## config.mk

```make
export PLATFORM = sky130hd
export DESIGN_NAME = pipe_stage_buffer
export DESIGN_NICKNAME = d
export VERILOG_FILES = /design/src/rtl/pipeline_pkg.sv /design/src/rtl/pipe_stage_buffer_slot.sv /design/src/rtl/pipe_stage_buffer.sv
export SDC_FILE = /design/constraint.sdc
export NUM_CORES = 1
export LEC_CHECK = 0
export ABC_CLOCK_PERIOD_IN_PS = 1800
export CORE_MARGIN = 2
export CORE_UTILIZATION = 45
export DETAILED_ROUTE_END_ITERATION = 10
export PLACE_DENSITY = 0.75
export RECOVER_POWER = 100
export SLEW_MARGIN = 20
export SYNTH_ARGS = -nofsm -noshare
export SYNTH_HDL_FRONTEND = slang
export SYNTH_SLANG_ARGS = --single-unit
```

## constraint.sdc

```tcl
create_clock -name i_clk -period 1.8 [get_ports i_clk]
set_input_delay 0.45 -clock i_clk [delete_from_list [all_inputs] [get_ports i_clk]]
set_output_delay 0.45 -clock i_clk [all_outputs]
set_load 0.005 [all_outputs]
```

## src/rtl/pipeline_pkg.sv

```systemverilog
// Shared control-bundle types for the pipelined core's inter-stage registers.
// Callers pack one of these structs into the ctrl payload of pipe_stage_buffer
// and set CTRL_W from the matching width localparam.
package pipeline_pkg;

  typedef enum logic [3:0] {
    ALU_ADD  = 4'd0,
    ALU_SUB  = 4'd1,
    ALU_AND  = 4'd2,
    ALU_OR   = 4'd3,
    ALU_XOR  = 4'd4,
    ALU_SLL  = 4'd5,
    ALU_SRL  = 4'd6,
    ALU_SRA  = 4'd7,
    ALU_SLT  = 4'd8,
    ALU_SLTU = 4'd9
  } alu_op_e;

  typedef struct packed {
    logic instr_valid;
    logic pred_taken;
  } if_id_ctrl_t;

  typedef struct packed {
    alu_op_e    alu_op;
    logic [1:0] opa_sel;
    logic [1:0] opb_sel;
    logic       mem_rd;
    logic       mem_wr;
    logic       reg_wr;
    logic [4:0] rd;
    logic       branch;
    logic       jump;
  } id_ex_ctrl_t;

  typedef struct packed {
    logic       mem_rd;
    logic       mem_wr;
    logic [1:0] mem_size;
    logic       reg_wr;
    logic [4:0] rd;
    logic [1:0] wb_sel;
  } ex_mem_ctrl_t;

  typedef struct packed {
    logic       reg_wr;
    logic [4:0] rd;
    logic [1:0] wb_sel;
  } mem_wb_ctrl_t;

  localparam int unsigned IF_ID_CTRL_W  = $bits(if_id_ctrl_t);
  localparam int unsigned ID_EX_CTRL_W  = $bits(id_ex_ctrl_t);
  localparam int unsigned EX_MEM_CTRL_W = $bits(ex_mem_ctrl_t);
  localparam int unsigned MEM_WB_CTRL_W = $bits(mem_wb_ctrl_t);

endpackage

```

## src/rtl/pipe_stage_buffer_slot.sv

```systemverilog
// pipe_slot: one payload register (data + ctrl) with a valid bit.
// Priority: reset > flush > load > clear.
//   clk_i, reset_i : clock, synchronous active-high reset
//   flush_i        : drop entry; ctrl zeroed, data zeroed only if FLUSH_CLR_DATA
//   load_i         : capture data_i/ctrl_i, set valid
//   clear_i        : drop entry, ctrl zeroed, data held
//   valid_o, data_o, ctrl_o : registered slot contents
module pipe_slot
  import pipeline_pkg::*;
#(
  parameter int unsigned DATA_W         = 32,
  parameter int unsigned CTRL_W         = 24,
  parameter bit          FLUSH_CLR_DATA = 1'b1
) (
  input  logic              clk_i,
  input  logic              reset_i,
  input  logic              flush_i,
  input  logic              load_i,
  input  logic              clear_i,
  input  logic [DATA_W-1:0] data_i,
  input  logic [CTRL_W-1:0] ctrl_i,
  output logic              valid_o,
  output logic [DATA_W-1:0] data_o,
  output logic [CTRL_W-1:0] ctrl_o
);

  logic              valid_q, valid_d;
  logic [DATA_W-1:0] data_q,  data_d;
  logic [CTRL_W-1:0] ctrl_q,  ctrl_d;

  always_comb begin
    valid_d = valid_q;
    data_d  = data_q;
    ctrl_d  = ctrl_q;
    if (flush_i) begin
      valid_d = 1'b0;
      ctrl_d  = '0;
      if (FLUSH_CLR_DATA) data_d = '0;
    end else if (load_i) begin
      valid_d = 1'b1;
      data_d  = data_i;
      ctrl_d  = ctrl_i;
    end else if (clear_i) begin
      valid_d = 1'b0;
      ctrl_d  = '0;
    end
  end

  always_ff @(posedge clk_i) begin
    if (reset_i) begin
      valid_q <= 1'b0;
      data_q  <= '0;
      ctrl_q  <= '0;
    end else begin
      valid_q <= valid_d;
      data_q  <= data_d;
      ctrl_q  <= ctrl_d;
    end
  end

  assign valid_o = valid_q;
  assign data_o  = data_q;
  assign ctrl_o  = ctrl_q;

endmodule

```

## src/rtl/pipe_stage_buffer.sv

```systemverilog
// pipe_stage_buffer: generic inter-stage pipeline register with valid/ready
// handshake, flush, and an optional skid entry so o_ready can be registered.
//   i_clk, i_reset        : clock, synchronous active-high reset
//   i_flush               : kill held entries and any beat offered this cycle
//   i_valid/o_ready       : upstream handshake, i_data/i_ctrl payload
//   o_valid/i_ready       : downstream handshake, o_data/o_ctrl payload
//   o_occupancy           : held entries (main + skid)
module pipe_stage_buffer
  import pipeline_pkg::*;
#(
  parameter int unsigned DATA_W         = 32,
  parameter int unsigned CTRL_W         = 24,
  parameter bit          SKID_EN        = 1'b1,
  parameter bit          FLUSH_CLR_DATA = 1'b1
) (
  input  logic              i_clk,
  input  logic              i_reset,
  input  logic              i_flush,
  input  logic              i_valid,
  output logic              o_ready,
  input  logic [DATA_W-1:0] i_data,
  input  logic [CTRL_W-1:0] i_ctrl,
  output logic              o_valid,
  input  logic              i_ready,
  output logic [DATA_W-1:0] o_data,
  output logic [CTRL_W-1:0] o_ctrl,
  output logic [1:0]        o_occupancy
);

  logic              push, pop;
  logic              main_valid, main_load, main_clear;
  logic [DATA_W-1:0] main_src_data;
  logic [CTRL_W-1:0] main_src_ctrl;
  logic              skid_valid;

  // Flush priority over push is enforced inside each slot.
  assign push = i_valid & o_ready;
  assign pop  = main_valid & i_ready;

  pipe_slot #(
    .DATA_W        (DATA_W),
    .CTRL_W        (CTRL_W),
    .FLUSH_CLR_DATA(FLUSH_CLR_DATA)
  ) u_main (
    .clk_i  (i_clk),
    .reset_i(i_reset),
    .flush_i(i_flush),
    .load_i (main_load),
    .clear_i(main_clear),
    .data_i (main_src_data),
    .ctrl_i (main_src_ctrl),
    .valid_o(main_valid),
    .data_o (o_data),
    .ctrl_o (o_ctrl)
  );

  generate
    if (SKID_EN) begin : g_skid
      logic              skid_load, skid_clear;
      logic [DATA_W-1:0] skid_data;
      logic [CTRL_W-1:0] skid_ctrl;

      // Main refills when it is empty or being drained; a held skid beat
      // always goes first to keep FIFO order.
      assign main_load     = (~main_valid | pop) & (skid_valid | push);
      assign main_clear    = pop;
      assign main_src_data = skid_valid ? skid_data : i_data;
      assign main_src_ctrl = skid_valid ? skid_ctrl : i_ctrl;
      assign skid_load     = main_valid & ~pop & push;
      assign skid_clear    = skid_valid & (~main_valid | pop);
      assign o_ready       = ~skid_valid;

      pipe_slot #(
        .DATA_W        (DATA_W),
        .CTRL_W        (CTRL_W),
        .FLUSH_CLR_DATA(FLUSH_CLR_DATA)
      ) u_skid (
        .clk_i  (i_clk),
        .reset_i(i_reset),
        .flush_i(i_flush),
        .load_i (skid_load),
        .clear_i(skid_clear),
        .data_i (i_data),
        .ctrl_i (i_ctrl),
        .valid_o(skid_valid),
        .data_o (skid_data),
        .ctrl_o (skid_ctrl)
      );
    end else begin : g_noskid
      assign main_load     = push;
      assign main_clear    = pop;
      assign main_src_data = i_data;
      assign main_src_ctrl = i_ctrl;
      assign skid_valid    = 1'b0;
      assign o_ready       = ~main_valid | i_ready;
    end
  endgenerate

  assign o_valid     = main_valid;
  assign o_occupancy = 2'(main_valid) + 2'(skid_valid);

endmodule

```

After elaboration in Yosys (flattened, before gate mapping)

Cells that the tools add are included.

Register bits: 114
Input bits: 61
Output and inout port bits: 60
Logic and storage cells: 31

Add/sub/neg operators: 1
Mux-type cells: 10
Bitwise gates (word level): 11
Reduce and logical (&&, ||, !) cells: 3

Operators with widths:

| kind                                   | count |
|---|---|
| 24-bit 2-to-1 mux                      | 5 |
| 32-bit 2-to-1 mux                      | 1 |
| 1-bit bitwise AND                      | 6 |
| 1-bit 2-to-1 mux                       | 4 |
| 2-bit nonzero test                     | 2 |
| 1-bit inverter                         | 3 |
| 1-bit by 1-bit adder with 2-bit output | 1 |
| 1-bit bitwise OR                       | 2 |
| 2-bit OR reduction                     | 1 |

Logic depth before layout (Yosys ltp)

Gate-level depths: netlist of run 1.

Word-level depth: 5
Depth in mapped cells: 7
Mapped depth without buffers: 3

Modules after synthesis

From an unflattened synthesis of run 1, not the netlist that was laid out.

Cell total of the unflattened synthesis: 498
Area total of the unflattened synthesis: 5,277.6 um^2

Modules (own cells, without submodules):

| module            | times used | cells an instance | area an instance (um^2) | seq. area each (um^2) |
|---|---|---|---|---|
| pipe_slot         | 2          | 214               | 2,132.0                 | 1,141.1 |
| pipe_stage_buffer | 1          | 70                | 1,013.5                 | 0.0 |

Worst setup path before layout of run 1

OpenSTA, ideal clock, no wires.

Kind: input -> register
Start: input i_flush
End: register g_skid.u_skid.ctrl_q[10], in the netlist g_skid.u_skid.ctrl_o[10]
Setup time: 0.059 ns
Arrival time: 1.496 ns
Data required time: 1.741 ns
Slack: 0.245 ns
Stages: 5
Buffers on the path: 2
Cell sequence: or2_2 > buf_2 > a211oi_2 > buf_4 > a22o_1

Word-level cells in the longest chain between the ends: 1

RTL lines:

| element                             | line                         | RTL |
|---|---|---|
| from (decl)                         | pipe_stage_buffer.sv:18      | `input logic i_flush,` |
| 2-bit OR reduction (no source line) | n/a                          |  |
| to (signal assigned)                | pipe_stage_buffer_slot.sv:57 | `ctrl_q <= ctrl_d;` |
| to (decl)                           | pipe_stage_buffer_slot.sv:29 | `logic [CTRL_W-1:0] ctrl_q, ctrl_d;` |

No other way between the ends.
A chain may end at the register's enable or synchronous reset.

Worst setup path in the final report of run 1

Start: register g_skid.u_skid.valid_q, in the netlist g_skid.u_skid.valid_o
End: output o_ready

Word-level cells in the longest chain between the ends: 1

RTL lines:

| element                | line                         | RTL |
|---|---|---|
| from (decl)            | pipe_stage_buffer_slot.sv:27 | `logic valid_q, valid_d;` |
| from (signal assigned) | pipe_stage_buffer_slot.sv:55 | `valid_q <= valid_d;` |
| 1-bit inverter         | pipe_stage_buffer.sv:71      | `assign o_ready = ~skid_valid;` |
| to (decl)              | pipe_stage_buffer.sv:20      | `output logic o_ready,` |

No other way between the ends.

==> impl_metrics.tcl, run 1 <==
set metrics [dict create \
    clk_latency_ns 0.50 \
    cts_tree "done" \
    end_kind "primary output" \
    synth_area_sq_um 4570 \
    yosys_warnings 0 \
    multi_input_area_sq_um 1980 \
    dr.pass1.iters 6 \
    portBuffers 120 \
    clk_pin_slew_ns 0.06 \
    cts_root_buffer "clkbuf_8" \
    leakage_nw 2.46 \
    timing.fmax_mhz 577 \
    place_congestion 0.790 \
    fillerInstances 811 \
    core_area_sq_um 9820 \
    grt_pass1_wl_mm 19.7 \
    wirelength_mm 12.2 \
    grt_usage 0.222 \
    cts_buffers 17 \
    die_w_um 105 \
    slew_violations 0 \
    grt_overflow 0 \
    diodes 0 \
    outcome "finished clean" \
    period_share 0.963 \
    start_kind "flip-flop" \
    relSlewSlack 0.633 \
    drc 0 \
    cap_violations 0 \
    p_per_area_nw_per_um2 981 \
    power.total_mw 6.38 \
    seqCellArea_sq_um 2290 \
    setup-tns-final_ns 0 \
    ys.flop_type "dfxtp_1" \
    synthArstFlopShare 0 \
    synth_seq_cells 114 \
    rsz0062_at_grt "no" \
    antenna_found_initial 0 \
    synth_edf_count 0 \
    first_iter_violations 188 \
    ys_seq_area_frac 0.500 \
    crit_type "reg2out" \
    clock_path_buffers 2 \
    setup_viol 0 \
    post_drt_wl_per_cell_um 17.2 \
    hpwl_mm 8.00 \
    min_path_type "reg2reg" \
    skew_ns 0.00990 \
    final_hold_viol_count 0 \
    grt_pass1_vias 3963 \
    die-area_sq_um 11000 \
    die_y_um 105 \
    vias 3834 \
    cp_data_required_time_ns 1.35 \
    syn_nets 499 \
    htreeDepth 4 \
    row_count 36 \
    dp_slack_ns -0.224 \
    syn_inst 437 \
    initial_core_util 0.465 \
    ioPinCount 121 \
    nets 625 \
    worst_pin_slew_ns 0.550 \
    worst_slack_ns 0.0659 \
    syn_avg_cell_area_sq_um 10.4 \
    viasPerCell 5.41 \
    postRouteAntennaNets 0 \
    vdd_drop_max_uv 544 \
    fin_crit_ns 1.73 \
    clock_sinks 114 \
    layout.core_utilization 0.662 \
    grt_max_degree 33 \
    drive_gt1_frac 0.142 \
    ys_types 26 \
    path_max_fanout 7 \
    arrival_ns 1.28 \
    ctsHoldBuffers 0 \
    syn2layout_area_growth_pct 42.4 \
]
[Yosys cell counts, drive strengths merged, types with 2 or more instances]
cell type	instances	area (sq um)
buf	30	188
a22o	24	210
mux2i	56	561
clkbuf	13	48.8
or2	2	12.5
o2bb2ai	24	210
nand2	64	240
dfxtp	114	2280
a21oi	66	334
a211oi	33	403
nor2	2	7.51
[layout by cell type, fill, tap and decap left out, types with 3 or more instances in the layout]
cell,n
dfxtp_1,112
o2bb2ai_1,24
clkinvlp_4,6
mux2i_1,56
buf_4,14
clkdlybuf4s50_1,60
a22o_1,24
a211oi_2,16
clkbuf_16,16
a21oi_1,66
clkbuf_2,3
buf_12,11
clkdlybuf4s25_1,4
inv_6,3
dlygate4sd2_1,53
nand2_1,64
a211oi_1,17
[metal layers]
metal  wire length [um]  part of all wire  vias to the layer above  GRT usage
met2               5640              0.46                      129      0.351
met4                 72            0.0059                        0     0.0676
met3                815             0.067                        8     0.0686
met5                  0                 0                        -          0
met1               5660              0.46                     1859      0.291
li1                   -                 -                     1838          -
[worst paths after layout]
path / startpoint / end / slack, ns / cells after the start
max: g_skid.u_skid.valid_o / o_ready / 0.07 / 3
min: g_skid.u_skid.data_o[19] / g_skid.u_skid.data_o[19] / 0.46 / 2
max reg2reg: g_skid.u_skid.valid_o / g_skid.u_skid.data_o[2] / 0.11 / 7
min reg2reg: g_skid.u_skid.data_o[19] / g_skid.u_skid.data_o[19] / 0.46 / 2
[layout make-up]
class / count / area share
repair buffers: 150 / 0.230
multi-input cells: 279 / 0.304
flip-flops and latches: 114 / 0.352
clock buffers: 17 / 0.0637
well taps: 133 / 0.0256
clock inverters: 15 / 0.0244
inverters: 1 / 0.000577
[per-stage QoR]
step	instance area, sq um	instances	hold WS, ns
floorplan	4570	437	0.436
global placement	6080	676	0.441
detailed placement	6080	676	0.445
CTS	6610	709	0.454
global route	6500	709	0.474
finish	6500	709	0.456
[worst max-delay path, cell delays in order, from the launching register on]
cell,delay (ns)
dfxtp_4,0.36
buf_6,0.12
inv_1,0.04
dlygate4sd2_1,0.27
[logic make-up after synthesis]
group           after synthesis  synth area share
fa+ha+maj                     1           0.00274
buf+inv                      44            0.0526
flops                       114             0.500
mux                          56             0.123
simple gates                 75            0.0685
compound gates              147             0.253
[registers in the layout, indices dropped and copies added, names as in the netlist]
register,cells
g_skid.u_skid.ctrl_o,24
g_skid.u_skid.data_o,32
g_skid.u_skid.valid_o,1
u_main.ctrl_o,24
u_main.data_o,32
u_main.valid_o,1
[where the power goes]
group          total, mW  internal [mW]  switching [mW]  leakage [nW]
clock               3.21           1.98            1.24         0.263
combinational      0.552          0.299           0.253          1.27
sequential          2.61           2.58          0.0320         0.926
total               6.38           4.86            1.52          2.46
[what timing repair did]
item / in CTS / in global routing
gates cloned: 0 / 0
gates resized for setup: 66 / 8
endpoints found under the hold margin: 0 / 0
endpoints found under the setup margin: 56 / 8
setup buffers: 1 / 0
No activity file was read; power rests on OpenSTA's default activity.
==> run 2: changes to the inputs <==
--- a/config.mk
+++ b/config.mk
@@ -11,7 +11,6 @@
 export DETAILED_ROUTE_END_ITERATION = 10
 export PLACE_DENSITY = 0.75
 export RECOVER_POWER = 100
-export SLEW_MARGIN = 20
 export SYNTH_ARGS = -nofsm -noshare
 export SYNTH_HDL_FRONTEND = slang
 export SYNTH_SLANG_ARGS = --single-unit
==> results of run 2 <==
Final layout, timing and power as in run 1 (identical DEF).
==> edit 1 (config.mk and constraints of run 1) <==
Take the reset off `data_q` and load it in a clocked block of its own.
--- a/src/rtl/pipe_stage_buffer_slot.sv
+++ b/src/rtl/pipe_stage_buffer_slot.sv
@@ -49,13 +49,15 @@
   always_ff @(posedge clk_i) begin
     if (reset_i) begin
       valid_q <= 1'b0;
-      data_q  <= '0;
       ctrl_q  <= '0;
     end else begin
       valid_q <= valid_d;
-      data_q  <= data_d;
       ctrl_q  <= ctrl_d;
     end
+  end
+
+  always_ff @(posedge clk_i) begin
+    data_q <= data_d;
   end
 
   assign valid_o = valid_q;
Behaviour: not the same (Yosys sat finds a counterexample within 4 cycles, from zero or initial values and one cycle with i_reset high).
==> edit 1 against run 1 <==
  * Non-clock buffer count is 5 higher
  * Combinational power is 14% higher
  * Largest cell class unchanged
  * Hold slack worse by 0.0017 ns
  * Maximum frequency is 1.8% lower
  * Clock power is 6% higher
  * Register-to-register slack worse by 0.04 ns
  * Worst setup slack worse by 0.031 ns
  * Sequential cell count stayed put
  * Final cell count is 7.3% higher
  * Power is 5.0% higher
  * Routed wire length is 7.4% higher
  * Synthesized area is 0.33% higher
  * Core utilization is 1.5 points higher
  * Design area is 2.3% higher
==> edit 1: results (changes against run 1) <==
LAYOUT.CLOCK.CELL_AREA_SHARE=0.0912  # was 0.0881
DPL-INSTANCE-AREA_SQ_UM=6090  # was 6080 sq um
PLACE_CONGESTION=0.793  # was 0.790
HOLD_WS_NS=0.455  # was 0.456 ns
GRT_START_MAX_NET_PINS=65  # was 33
DR_WL_MET2_UM=6470  # was 5640 um
SEQAREAFRACTION=0.345  # was 0.352
N_CLOCK_BUFFER=18  # was 17
SYNTH_NETS=552  # was 499
CRITPATHMAXFANOUT=4  # was 7
WORST-ENDPOINT-ARRIVAL_NS=1.32  # was 1.28 ns
CP-ENDPOINT='o_occupancy[1]'  # was o_ready
YOSYSUNIQUECELLTYPES=24  # was 26
POST_SYNTH_INST_COUNT=490  # was 437
VIAS=4236  # was 3834
HOLD_PATH_END='g_skid.u_skid.data_o[9]$_SDFFE_PP0P_'  # was g_skid.u_skid.data_o[19]$_SDFFE_PP0P_
WORSTSKEWPAIRLATENCY_NS=0.52  # was 0.50 ns
SYNTHTOPCELLSBYAREA='dfxtp_1 (50%), a21oi_1 (9.7%), mux2i_1 (7.0%)'  # was dfxtp_1 (50%), mux2i_1 (12%), a211oi_2 (8.5%)
NUMBER_OF_GLOBAL_ROUTE_VIAS_BEFORE_REPAIR=4312  # was 3963
CLOCK_POWER_SHARE=0.508  # was 0.504
REG2REG_SLACK_NS=0.07  # was 0.11 ns
POWER.LEAKAGE_nW=2.60  # was 2.46 nW
HOLD_PATH.STARTPOINT='g_skid.u_skid.data_o[9]$_SDFFE_PP0P_'  # was g_skid.u_skid.data_o[19]$_SDFFE_PP0P_
WIRELENGTH_MET1_UM=5560  # was 5660 um
ROUTED_WL_UM=13100  # was 12200 um
OUTCOME='finished, final reports clean'  # unchanged
SKEW_NS=0.00995  # was 0.00990 ns
LAYOUT-DRIVE-GT1-SHARE=0.180  # was 0.142
-- edit 1: changes by cell type in the layout (fill, tap and decap cells not counted), sizes merged, moves of 8 or more --
cell	change
nand3	+24
buf	+8
o21ai	+24
mux2i	-24
o2bb2ai	-24
mux2	+24
a21oi	+23
-- edit 1: cells by family (layout without fill, tap and decap cells) --
| logic type | count (synthesis) | after routing | synth area share |
|---|---|---|---|
| compound gates | 170 | 170 | 0.226 |
| flops | 114 | 114 | 0.498 |
| fa+ha+maj | 1 | 1 | 0.00273 |
| buf+inv | 50 | 188 | 0.0503 |
| simple gates | 99 | 99 | 0.0937 |
| mux | 56 | 56 | 0.129 |
-- edit 1: repair_timing --
action | 4_1_cts | 5_1_grt
setup buffers | 1 | 1
hold buffers | 0 | 0
endpoints found under the setup margin | 55 | 7
gates resized for setup | 67 | 6
endpoints found under the hold margin | 0 | 0
-- edit 1: per-layer routing --
metal,vias up,global-route usage
met5,-,0
met4,0,0.0743
met3,16,0.0742
met2,157,0.413
met1,2053,0.294
li1,2010,-
==> edit 2 (settings of run 1) <==
Without the edit above. `DATA_W` is set to 32 in 2 places; all go to 24.
--- a/src/rtl/pipe_stage_buffer_slot.sv
+++ b/src/rtl/pipe_stage_buffer_slot.sv
@@ -8,7 +8,7 @@
 module pipe_slot
   import pipeline_pkg::*;
 #(
-  parameter int unsigned DATA_W         = 32,
+  parameter int unsigned DATA_W         = 24,
   parameter int unsigned CTRL_W         = 24,
   parameter bit          FLUSH_CLR_DATA = 1'b1
 ) (
--- a/src/rtl/pipe_stage_buffer.sv
+++ b/src/rtl/pipe_stage_buffer.sv
@@ -8,7 +8,7 @@
 module pipe_stage_buffer
   import pipeline_pkg::*;
 #(
-  parameter int unsigned DATA_W         = 32,
+  parameter int unsigned DATA_W         = 24,
   parameter int unsigned CTRL_W         = 24,
   parameter bit          SKID_EN        = 1'b1,
   parameter bit          FLUSH_CLR_DATA = 1'b1
Ports: changed (resized i_data and o_data); port bits go from 121 to 105. The function was not compared with the original's and may differ.
==> edit 2 against run 1 <==
  * Worst setup slack got worse by 0.052 ns
  * Register-to-register slack better by 0.06 ns
  * Synthesized area down 15%
  * Power shrank 34%
  * Routed wire length decreased by 21%
  * Sequential cell count is 16 lower
  * Design area fell by 18%
  * First-iteration DRC count is 11% lower
  * Core utilization is 1.7 points lower
  * Hold slack gained 0.0024 ns
  * Critical endpoint is now u_main.data_o[1]$_SDFFE_PP0P_
==> edit 2: results (changes against run 1) <==
MUXSHAREOFSYNTHAREA=0.124  # was 0.123
ROUTED_WL_UM=9670  # was 12200 um
GR-USAGE-ALL-LAYERS=0.206  # was 0.222
DRT-WIRELENGTH-PER-CELL_UM=16.7  # was 17.2 um
REG2REG_SLACK_NS=0.17  # was 0.11 ns
HOLD_PATH.STARTPOINT='g_skid.u_skid.data_o[5]$_SDFFE_PP0P_'  # was g_skid.u_skid.data_o[19]$_SDFFE_PP0P_
GLOBALROUTEMET1UTIL=0.295  # was 0.291
OUTCOME='finished, final reports clean'  # unchanged
MAX_SLEW.WORST_PIN.SLEW_NS=0.626  # was 0.550 ns
REGTOREGENDPOINT='g_skid.u_skid.ctrl_o[5]$_SDFFE_PP0P_'  # was g_skid.u_skid.data_o[2]$_SDFFE_PP0P_
GLOBAL_ROUTE.USAGE.MET2=0.304  # was 0.351
WIDTH_OF_THE_DIE_UM=96.8  # was 105 um
IO_BUFFER_COUNT=104  # was 120
SEQ_AREA_FRAC_SYNTH=0.506  # was 0.500
CTS.REPAIR.RESIZED=12  # was 66
PLACE_CONGESTION=0.741  # was 0.790
SYNTH_NETS=419  # was 499
GRT_FIRST_PASS_WIRELENGTH_UM=15800  # was 19700 um
YOSYSUNIQUECELLTYPES=28  # was 26
RR_WORST_DEPTH=5  # was 7
N_CLOCK_BUFFER=10  # was 17
SKEW_NS=0.00824  # was 0.00990 ns
N_MULTI_INPUT_COMBINATIONAL_CELL=232  # was 279
DPL-INSTANCE-AREA_SQ_UM=5060  # was 6080 sq um
PLACED_CELLS_INCL_TAPS=557  # was 676
CRITPATHMAXFANOUT=29  # was 7
SYNTHTOPCELLSBYAREA='dfxtp_1 (51%), mux2i_1 (12%), a211oi_2 (6.5%)'  # was dfxtp_1 (50%), mux2i_1 (12%), a211oi_2 (8.5%)
NON_CLOCK_BUFFER_AREA_SHARE=0.239  # was 0.230
LAYOUT-DRIVE-GT1-SHARE=0.140  # was 0.142
CTS.REPORTEDPATHS.CLKPINSLEW_NS=0.10  # was 0.06 ns
NUM-NONCLK-BUFFERS=126  # was 150
SEQCELLAREA_SQ_UM=1970  # was 2290 sq um
SYNTH_TO_FINAL_AREA_CHANGE_PCT=38.1  # was 42.4%
WORST-ENDPOINT-ARRIVAL_NS=2.04  # was 1.28 ns
WORST_PATH_LARGEST_CELL_DELAY_NS=0.44  # was 0.36 ns
## edit 2: routing by layer
layer / wire length (um) / vias up / share of wire
li1: - / 1534 / -
met4: 63 / 0 / 0.0065
met1: 4730 / 1505 / 0.49
met5: 0 / - / 0
met3: 564 / 8 / 0.058
met2: 4310 / 108 / 0.45
## edit 2: power by group
part,switching (mW),internal (mW)
Clock,0.790,0.699
Sequential,0.0300,2.21
Combinational,0.213,0.277
## edit 2: worst max-delay path by stage
stage | startpoint | end | slack [ns]
floorplan | i_flush | g_skid.u_skid.ctrl_o[10]$_SDFFE_PP0P_ | 0.26
detailed placement | i_flush | g_skid.u_skid.ctrl_o[4]$_SDFFE_PP0P_ | -0.58
global placement | i_flush | g_skid.u_skid.ctrl_o[9]$_SDFFE_PP0P_ | -0.54
global route | i_ready | g_skid.u_skid.ctrl_o[23]$_SDFFE_PP0P_ | -0.02
CTS | i_ready | g_skid.u_skid.data_o[15]$_SDFFE_PP0P_ | 0.01
finish | i_ready | u_main.data_o[1]$_SDFFE_PP0P_ | 0.01
